===== src/rtl/wb_host_master_if.sv =====
// Bundle of the command/response handshakes and Wishbone initiator signals of wb_host_master.
// The master modport is the host side; the slave modport is the view from whatever drives it.
interface wb_host_master_if #(
  parameter int TO_CNT_W = 8
);
  logic                cmd_valid;
  logic                cmd_ready;
  logic                cmd_we;
  logic [3:0]          cmd_sel;
  logic [31:0]         cmd_adr;
  logic [31:0]         cmd_dat;
  logic                rsp_valid;
  logic                rsp_ready;
  logic [31:0]         rsp_dat;
  logic                rsp_err;
  logic                wbm_cyc_o;
  logic                wbm_stb_o;
  logic                wbm_we_o;
  logic [3:0]          wbm_sel_o;
  logic [31:0]         wbm_adr_o;
  logic [31:0]         wbm_dat_o;
  logic [31:0]         wbm_dat_i;
  logic                wbm_ack_i;
  logic                wbm_err_i;
  logic                busy;
  logic [TO_CNT_W-1:0] to_count;

  modport master (
    input  cmd_valid, cmd_we, cmd_sel, cmd_adr, cmd_dat, rsp_ready,
    input  wbm_dat_i, wbm_ack_i, wbm_err_i,
    output cmd_ready, rsp_valid, rsp_dat, rsp_err,
    output wbm_cyc_o, wbm_stb_o, wbm_we_o, wbm_sel_o, wbm_adr_o, wbm_dat_o,
    output busy, to_count
  );

  modport slave (
    output cmd_valid, cmd_we, cmd_sel, cmd_adr, cmd_dat, rsp_ready,
    output wbm_dat_i, wbm_ack_i, wbm_err_i,
    input  cmd_ready, rsp_valid, rsp_dat, rsp_err,
    input  wbm_cyc_o, wbm_stb_o, wbm_we_o, wbm_sel_o, wbm_adr_o, wbm_dat_o,
    input  busy, to_count
  );
endinterface


===== src/rtl/wb_host_master.sv =====
// Single-outstanding Wishbone classic initiator: one command in, one bus cycle, one response out.
// state | meaning
// IDLE  | cmd_ready high, waiting for a command
// BUS   | CYC/STB asserted, waiting for ACK/ERR or timeout
// RSP   | response held on rsp_* until consumed
module wb_host_master #(
  parameter int TIMEOUT  = 16,
  parameter int TO_CNT_W = 8
) (
  input  logic               wb_clk_i,
  input  logic               wb_rst_n_i,
  wb_host_master_if.master   bus
);

  localparam logic [1:0] S_IDLE = 2'd0;
  localparam logic [1:0] S_BUS  = 2'd1;
  localparam logic [1:0] S_RSP  = 2'd2;

  localparam int TW = $clog2(TIMEOUT) + 1;
  localparam logic [TW-1:0] TMAX = TW'((TIMEOUT == 0) ? 0 : TIMEOUT - 1);

  logic [1:0]          state_q, state_d;
  logic                cyc_q, cyc_d;
  logic                we_q, we_d;
  logic [3:0]          sel_q, sel_d;
  logic [31:0]         adr_q, adr_d;
  logic [31:0]         dat_q, dat_d;
  logic [31:0]         rsp_dat_q, rsp_dat_d;
  logic                rsp_err_q, rsp_err_d;
  logic [TW-1:0]       timer_q, timer_d;
  logic [TO_CNT_W-1:0] to_cnt_q, to_cnt_d;

  always_comb begin
    state_d   = state_q;
    cyc_d     = cyc_q;
    we_d      = we_q;
    sel_d     = sel_q;
    adr_d     = adr_q;
    dat_d     = dat_q;
    rsp_dat_d = rsp_dat_q;
    rsp_err_d = rsp_err_q;
    timer_d   = timer_q;
    to_cnt_d  = to_cnt_q;
    case (state_q)
      S_IDLE: begin
        if (bus.cmd_valid) begin
          we_d    = bus.cmd_we;
          sel_d   = bus.cmd_sel;
          adr_d   = bus.cmd_adr & 32'hFFFF_FFFC;
          dat_d   = bus.cmd_dat;
          cyc_d   = 1'b1;
          timer_d = '0;
          state_d = S_BUS;
        end
      end
      S_BUS: begin
        // ERR beats ACK, and either beats a timeout expiring on the same edge
        if (bus.wbm_err_i) begin
          cyc_d     = 1'b0;
          rsp_err_d = 1'b1;
          rsp_dat_d = '0;
          state_d   = S_RSP;
        end else if (bus.wbm_ack_i) begin
          cyc_d     = 1'b0;
          rsp_err_d = 1'b0;
          rsp_dat_d = we_q ? 32'h0 : bus.wbm_dat_i;
          state_d   = S_RSP;
        end else if ((TIMEOUT != 0) && (timer_q == TMAX)) begin
          cyc_d     = 1'b0;
          rsp_err_d = 1'b1;
          rsp_dat_d = '0;
          if (to_cnt_q != '1) to_cnt_d = to_cnt_q + TO_CNT_W'(1);
          state_d   = S_RSP;
        end else begin
          timer_d = timer_q + TW'(1);
        end
      end
      S_RSP: begin
        if (bus.rsp_ready) state_d = S_IDLE;
      end
      default: state_d = S_IDLE;
    endcase
  end

  always_ff @(posedge wb_clk_i or negedge wb_rst_n_i) begin
    if (!wb_rst_n_i) begin
      state_q   <= S_IDLE;
      cyc_q     <= 1'b0;
      we_q      <= 1'b0;
      sel_q     <= '0;
      adr_q     <= '0;
      dat_q     <= '0;
      rsp_dat_q <= '0;
      rsp_err_q <= 1'b0;
      timer_q   <= '0;
      to_cnt_q  <= '0;
    end else begin
      state_q   <= state_d;
      cyc_q     <= cyc_d;
      we_q      <= we_d;
      sel_q     <= sel_d;
      adr_q     <= adr_d;
      dat_q     <= dat_d;
      rsp_dat_q <= rsp_dat_d;
      rsp_err_q <= rsp_err_d;
      timer_q   <= timer_d;
      to_cnt_q  <= to_cnt_d;
    end
  end

  assign bus.cmd_ready = (state_q == S_IDLE);
  assign bus.rsp_valid = (state_q == S_RSP);
  assign bus.busy      = (state_q != S_IDLE);
  assign bus.rsp_dat   = rsp_dat_q;
  assign bus.rsp_err   = rsp_err_q;
  assign bus.wbm_cyc_o = cyc_q;
  assign bus.wbm_stb_o = cyc_q;
  assign bus.wbm_we_o  = we_q;
  assign bus.wbm_sel_o = sel_q;
  assign bus.wbm_adr_o = adr_q;
  assign bus.wbm_dat_o = dat_q;
  assign bus.to_count  = to_cnt_q;

endmodule


===== src/flat_wrapper.sv =====
// flat-port wrapper written by rule: the top's interface ports become plain ports
module wb_host_master_flat 
#(
  parameter int TIMEOUT  = 16,
  parameter int TO_CNT_W = 8
)
  (wb_clk_i, wb_rst_n_i, bus_cmd_valid, bus_cmd_we, bus_cmd_sel, bus_cmd_adr, bus_cmd_dat, bus_rsp_ready, bus_wbm_dat_i, bus_wbm_ack_i, bus_wbm_err_i, bus_cmd_ready, bus_rsp_valid, bus_rsp_dat, bus_rsp_err, bus_wbm_cyc_o, bus_wbm_stb_o, bus_wbm_we_o, bus_wbm_sel_o, bus_wbm_adr_o, bus_wbm_dat_o, bus_busy, bus_to_count);
  wb_host_master_if #(.TO_CNT_W(TO_CNT_W)) bus_i ();
  input  logic wb_clk_i;
  input  logic wb_rst_n_i;
  input wire logic [$bits(bus_i.cmd_valid)-1:0] bus_cmd_valid;
  input wire logic [$bits(bus_i.cmd_we)-1:0] bus_cmd_we;
  input wire logic [$bits(bus_i.cmd_sel)-1:0] bus_cmd_sel;
  input wire logic [$bits(bus_i.cmd_adr)-1:0] bus_cmd_adr;
  input wire logic [$bits(bus_i.cmd_dat)-1:0] bus_cmd_dat;
  input wire logic [$bits(bus_i.rsp_ready)-1:0] bus_rsp_ready;
  input wire logic [$bits(bus_i.wbm_dat_i)-1:0] bus_wbm_dat_i;
  input wire logic [$bits(bus_i.wbm_ack_i)-1:0] bus_wbm_ack_i;
  input wire logic [$bits(bus_i.wbm_err_i)-1:0] bus_wbm_err_i;
  output wire logic [$bits(bus_i.cmd_ready)-1:0] bus_cmd_ready;
  output wire logic [$bits(bus_i.rsp_valid)-1:0] bus_rsp_valid;
  output wire logic [$bits(bus_i.rsp_dat)-1:0] bus_rsp_dat;
  output wire logic [$bits(bus_i.rsp_err)-1:0] bus_rsp_err;
  output wire logic [$bits(bus_i.wbm_cyc_o)-1:0] bus_wbm_cyc_o;
  output wire logic [$bits(bus_i.wbm_stb_o)-1:0] bus_wbm_stb_o;
  output wire logic [$bits(bus_i.wbm_we_o)-1:0] bus_wbm_we_o;
  output wire logic [$bits(bus_i.wbm_sel_o)-1:0] bus_wbm_sel_o;
  output wire logic [$bits(bus_i.wbm_adr_o)-1:0] bus_wbm_adr_o;
  output wire logic [$bits(bus_i.wbm_dat_o)-1:0] bus_wbm_dat_o;
  output wire logic [$bits(bus_i.busy)-1:0] bus_busy;
  output wire logic [$bits(bus_i.to_count)-1:0] bus_to_count;
  assign bus_i.cmd_valid = bus_cmd_valid;
  assign bus_i.cmd_we = bus_cmd_we;
  assign bus_i.cmd_sel = bus_cmd_sel;
  assign bus_i.cmd_adr = bus_cmd_adr;
  assign bus_i.cmd_dat = bus_cmd_dat;
  assign bus_i.rsp_ready = bus_rsp_ready;
  assign bus_i.wbm_dat_i = bus_wbm_dat_i;
  assign bus_i.wbm_ack_i = bus_wbm_ack_i;
  assign bus_i.wbm_err_i = bus_wbm_err_i;
  assign bus_cmd_ready = bus_i.cmd_ready;
  assign bus_rsp_valid = bus_i.rsp_valid;
  assign bus_rsp_dat = bus_i.rsp_dat;
  assign bus_rsp_err = bus_i.rsp_err;
  assign bus_wbm_cyc_o = bus_i.wbm_cyc_o;
  assign bus_wbm_stb_o = bus_i.wbm_stb_o;
  assign bus_wbm_we_o = bus_i.wbm_we_o;
  assign bus_wbm_sel_o = bus_i.wbm_sel_o;
  assign bus_wbm_adr_o = bus_i.wbm_adr_o;
  assign bus_wbm_dat_o = bus_i.wbm_dat_o;
  assign bus_busy = bus_i.busy;
  assign bus_to_count = bus_i.to_count;
  wb_host_master #(.TIMEOUT(TIMEOUT), .TO_CNT_W(TO_CNT_W)) u_core (.wb_clk_i(wb_clk_i), .wb_rst_n_i(wb_rst_n_i), .bus(bus_i));
endmodule

===== config.mk =====
export PLATFORM = sky130hd
export DESIGN_NAME = wb_host_master_flat
export DESIGN_NICKNAME = d
export VERILOG_FILES = /design/src/rtl/wb_host_master_if.sv /design/src/rtl/wb_host_master.sv /design/src/flat_wrapper.sv
export SDC_FILE = /design/constraint.sdc
export NUM_CORES = 1
export LEC_CHECK = 0
export CORE_MARGIN = 2
export CORE_UTILIZATION = 42
export CTS_BUF_LIST = sky130_fd_sc_hd__clkbuf_8
export CTS_CLUSTER_DIAMETER = 80
export CTS_CLUSTER_SIZE = 30
export DETAILED_ROUTE_END_ITERATION = 10
export PLACE_DENSITY = 0.91
export SLEW_MARGIN = 40
export SYNTH_ARGS = -nofsm -noshare
export SYNTH_HDL_FRONTEND = slang
export SYNTH_SLANG_ARGS = --single-unit

===== constraint.sdc =====
create_clock -name wb_clk_i -period 2.2 [get_ports wb_clk_i]
set_input_delay 0.44 -clock wb_clk_i [delete_from_list [all_inputs] [get_ports wb_clk_i]]
set_output_delay 0.44 -clock wb_clk_i [all_outputs]
set_load 0.02 [all_outputs]

==> reports/qor.csv <==
metric,value,unit
outcome,"complete, no violations",
dp_hpwl,9470,um
clkPwrFrac,19.2,%
rows,38,
drv_cap,0,
max_freq,0.4773,GHz
dpl_cell_area,0.006883,mm^2
clockBufferDepth,2,
end_kind,output pin,
arrival,1.66,ns
path_cells,"nor2_4, inv_1, clkdlybuf4s50_1",
h-tree-depth,4,
skew,0.006941,ns
numPortBuffers,217,
synthDistinctLibCells,33,
antenna_found_initial,0,
yosysWarnings,0,
power.internal,6287,uW
area_growth,60.17,%
start_util,42.61,%
grt_pass1_wl,20830,um
crit_type,flip-flop to output pin,
synth.avg_cell_area,10.20,um^2
finalCritPeriodShare,95.24,%
clk_pin_slew,0.07,ns
cts.sink_count,116,
hp-class,primary input to asynchronous set/reset pin,
cp_slowest_stage_delay,0.53,ns
numCtsBuffers,17,
final_cell_mix,"214 x clkdlybuf4s50_1, 211 x nand2_1, 116 x dfrtp_1, 32 x a22o_1, 18 x clkbuf_8",
nets,782,
antenna_left,0,
crit_family,buffers and inverters,
drt_iter0_drc,193,
wirelength,12890,um
die_area,0.01170,mm^2
first_global_vias,4414,
tns,0,ns
post-cts-setup-buffer-count,0,
worstPathRequired,1.76,ns
dr.pass1.iters,4,
multi_input_area,0.001489,mm^2
grt_remaining_overflow,0,
path_max_fanout,6,
p_sw_share,38.44,%
cellPowerDensity,1399,mW/mm^2
cts_tree,done,
diodes,0,
vdd.ir_drop.worst,844.1,uV
grt_max_degree,50,
ios,222,
via_per_inst,4.960,
synth_cells,447,
ys_seq_area_share,63.68,%
p_sw,3926,uW
comb_power_share,46.1,%
nFillCells,768,
final-seq-area,0.002903,mm^2
leakagePower,0.003498,uW
finalSetupViolCount,0,
cp-start-kind,flip-flop,
ys_ff_latch,116,
grt_setup_unrepaired,false,
layout_commonest_cell,clkdlybuf4s50_1,
core-area,0.01070,mm^2
hold_violations,0,
clock-root-buffer,clkbuf_8,
fin_crit,2.095,ns
fp.dieW,108.2,um
worst_path_max_delay_cell,clkdlybuf4s50_1,
wire_per_inst,15.63,um
drive_above_1_share,8.029,%
vias,4092,
finalMaxSlewViolations,0,
clkLatencyLatePin,0.41,ns
crit_buf_inv,2,
drc,0,
synthesis.area,0.004558,mm^2
track_usage,22.96,%
final_cell_area,0.007301,mm^2
place.gp.congestion,0.8701,
dieHeight,108.2,um
seq_power_share,34.8,%
through the flow:
step	setup WS, ns	hold slack (ns)	util (%)	total power [uW]	cells
6_report	0.1047	0.4763	68.25	10210	825
3_5_place_dp	0.1416	0.3782	64.34	8282	792
3_3_place_gp	0.1653	0.3729	64.34	8094	792
2_1_floorplan	0.3299	0.1444	-	5806	448
5_1_grt	0.01003	0.4928	68.25	10810	825
4_1_cts	0.003633	0.4725	68.18	10300	825
synthesized netlist by cell type:
cell	number	share of area [%]
buf_2	10	1.1
mux2_2	3	0.74
o311ai_0	1	0.19
and4_1	2	0.38
nor2_1	8	0.66
and2b_4	1	0.22
nor3_2	1	0.22
clkbuf_1	6	0.49
inv_1	5	0.41
and2b_1	1	0.16
or3_1	1	0.14
and3_1	2	0.27
and2_1	1	0.14
nand2_1	212	17
nor2b_1	1	0.14
a41oi_1	1	0.19
buf_6	4	0.99
nand3_4	1	0.38
nand2b_1	4	0.55
mux2i_1	1	0.22
conb_1	1	0.082
a211oi_1	2	0.33
nand3_1	7	0.77
nor3b_1	1	0.16
nor4_2	1	0.27
ha_1	3	0.82
a21oi_1	2	0.22
xor2_1	4	0.77
o21ai_0	5	0.55
nand4_1	1	0.14
buf_4	6	0.99
dfrtp_1	116	64
a22o_1	32	6.1
state kept, by name, indices dropped and copies added (netlist names):
signal                cells
u_core.bus.wbm_cyc_o      1
u_core.bus.rsp_err        1
u_core.bus.to_count       8
u_core.state_q            2
u_core.bus.wbm_adr_o     30
u_core.bus.wbm_we_o       1
u_core.bus.wbm_dat_o     32
u_core.timer_q            5
u_core.bus.rsp_dat       32
u_core.bus.wbm_sel_o      4
cell families after synthesis:
logic type	Yosys count	synth area share, %
multiplexers	4	0.9607
XOR/XNOR	4	0.7685
buffers and inverters	31	3.980
AND/OR/NAND/NOR	245	22.07
adder cells (fa/ha/maj)	3	0.8236
flip-flops	116	63.68
other	1	0.08227
AO/OA/AOI/OAI	43	7.631
repair_timing:
action,CTS,global route
resized for setup,2,2
endpoints found under the hold margin,24,0
setup endpoints to repair,2,2
hold buffers,1,0
power groups by stage:
stage,Combinational (uW),Sequential [uW],Clock (uW)
6_report,4710,3550,1960
5_1_grt,5040,3650,2120
4_1_cts,4750,3550,2000
3_5_place_dp,4720,3570,0
3_3_place_gp,4590,3510,0
2_1_floorplan,1240,4570,0
metal layers:
metal / global-route usage (%) / part of all wire, % / up-vias
li1: - / - / 1888
met1: 24.62 / 37 / 1985
met2: 40.21 / 52 / 186
met3: 9.343 / 8.6 / 33
met4: 9.341 / 2.8 / 0
met5: 0 / 0 / -
worst paths after layout:
path                                           from                  endpoint  slack [ns]  cells after the start
max                               u_core.state_q[0]                  bus_busy        0.10                      3
min                                      wb_rst_n_i    u_core.bus.to_count[6]        0.48                      2
max reg2reg                       u_core.timer_q[0]     u_core.bus.rsp_dat[0]        0.17                      7
min reg2reg                u_core.bus.wbm_adr_o[12]  u_core.bus.wbm_adr_o[12]        0.48                      2
max in group asynchronous                wb_rst_n_i  u_core.bus.wbm_adr_o[30]        1.09                      3
min in group wb_clk_i      u_core.bus.wbm_adr_o[12]  u_core.bus.wbm_adr_o[12]        0.48                      2
layout make-up:
type	instances	area share (%)
inverters	5	0.2571
multi-input cells	301	20.39
clock buffers	18	3.393
repair buffers	231	31.72
clock inverters	14	2.074
well taps	140	2.399
flip-flops and latches	116	39.76
No activity file was read; power rests on OpenSTA's default activity.
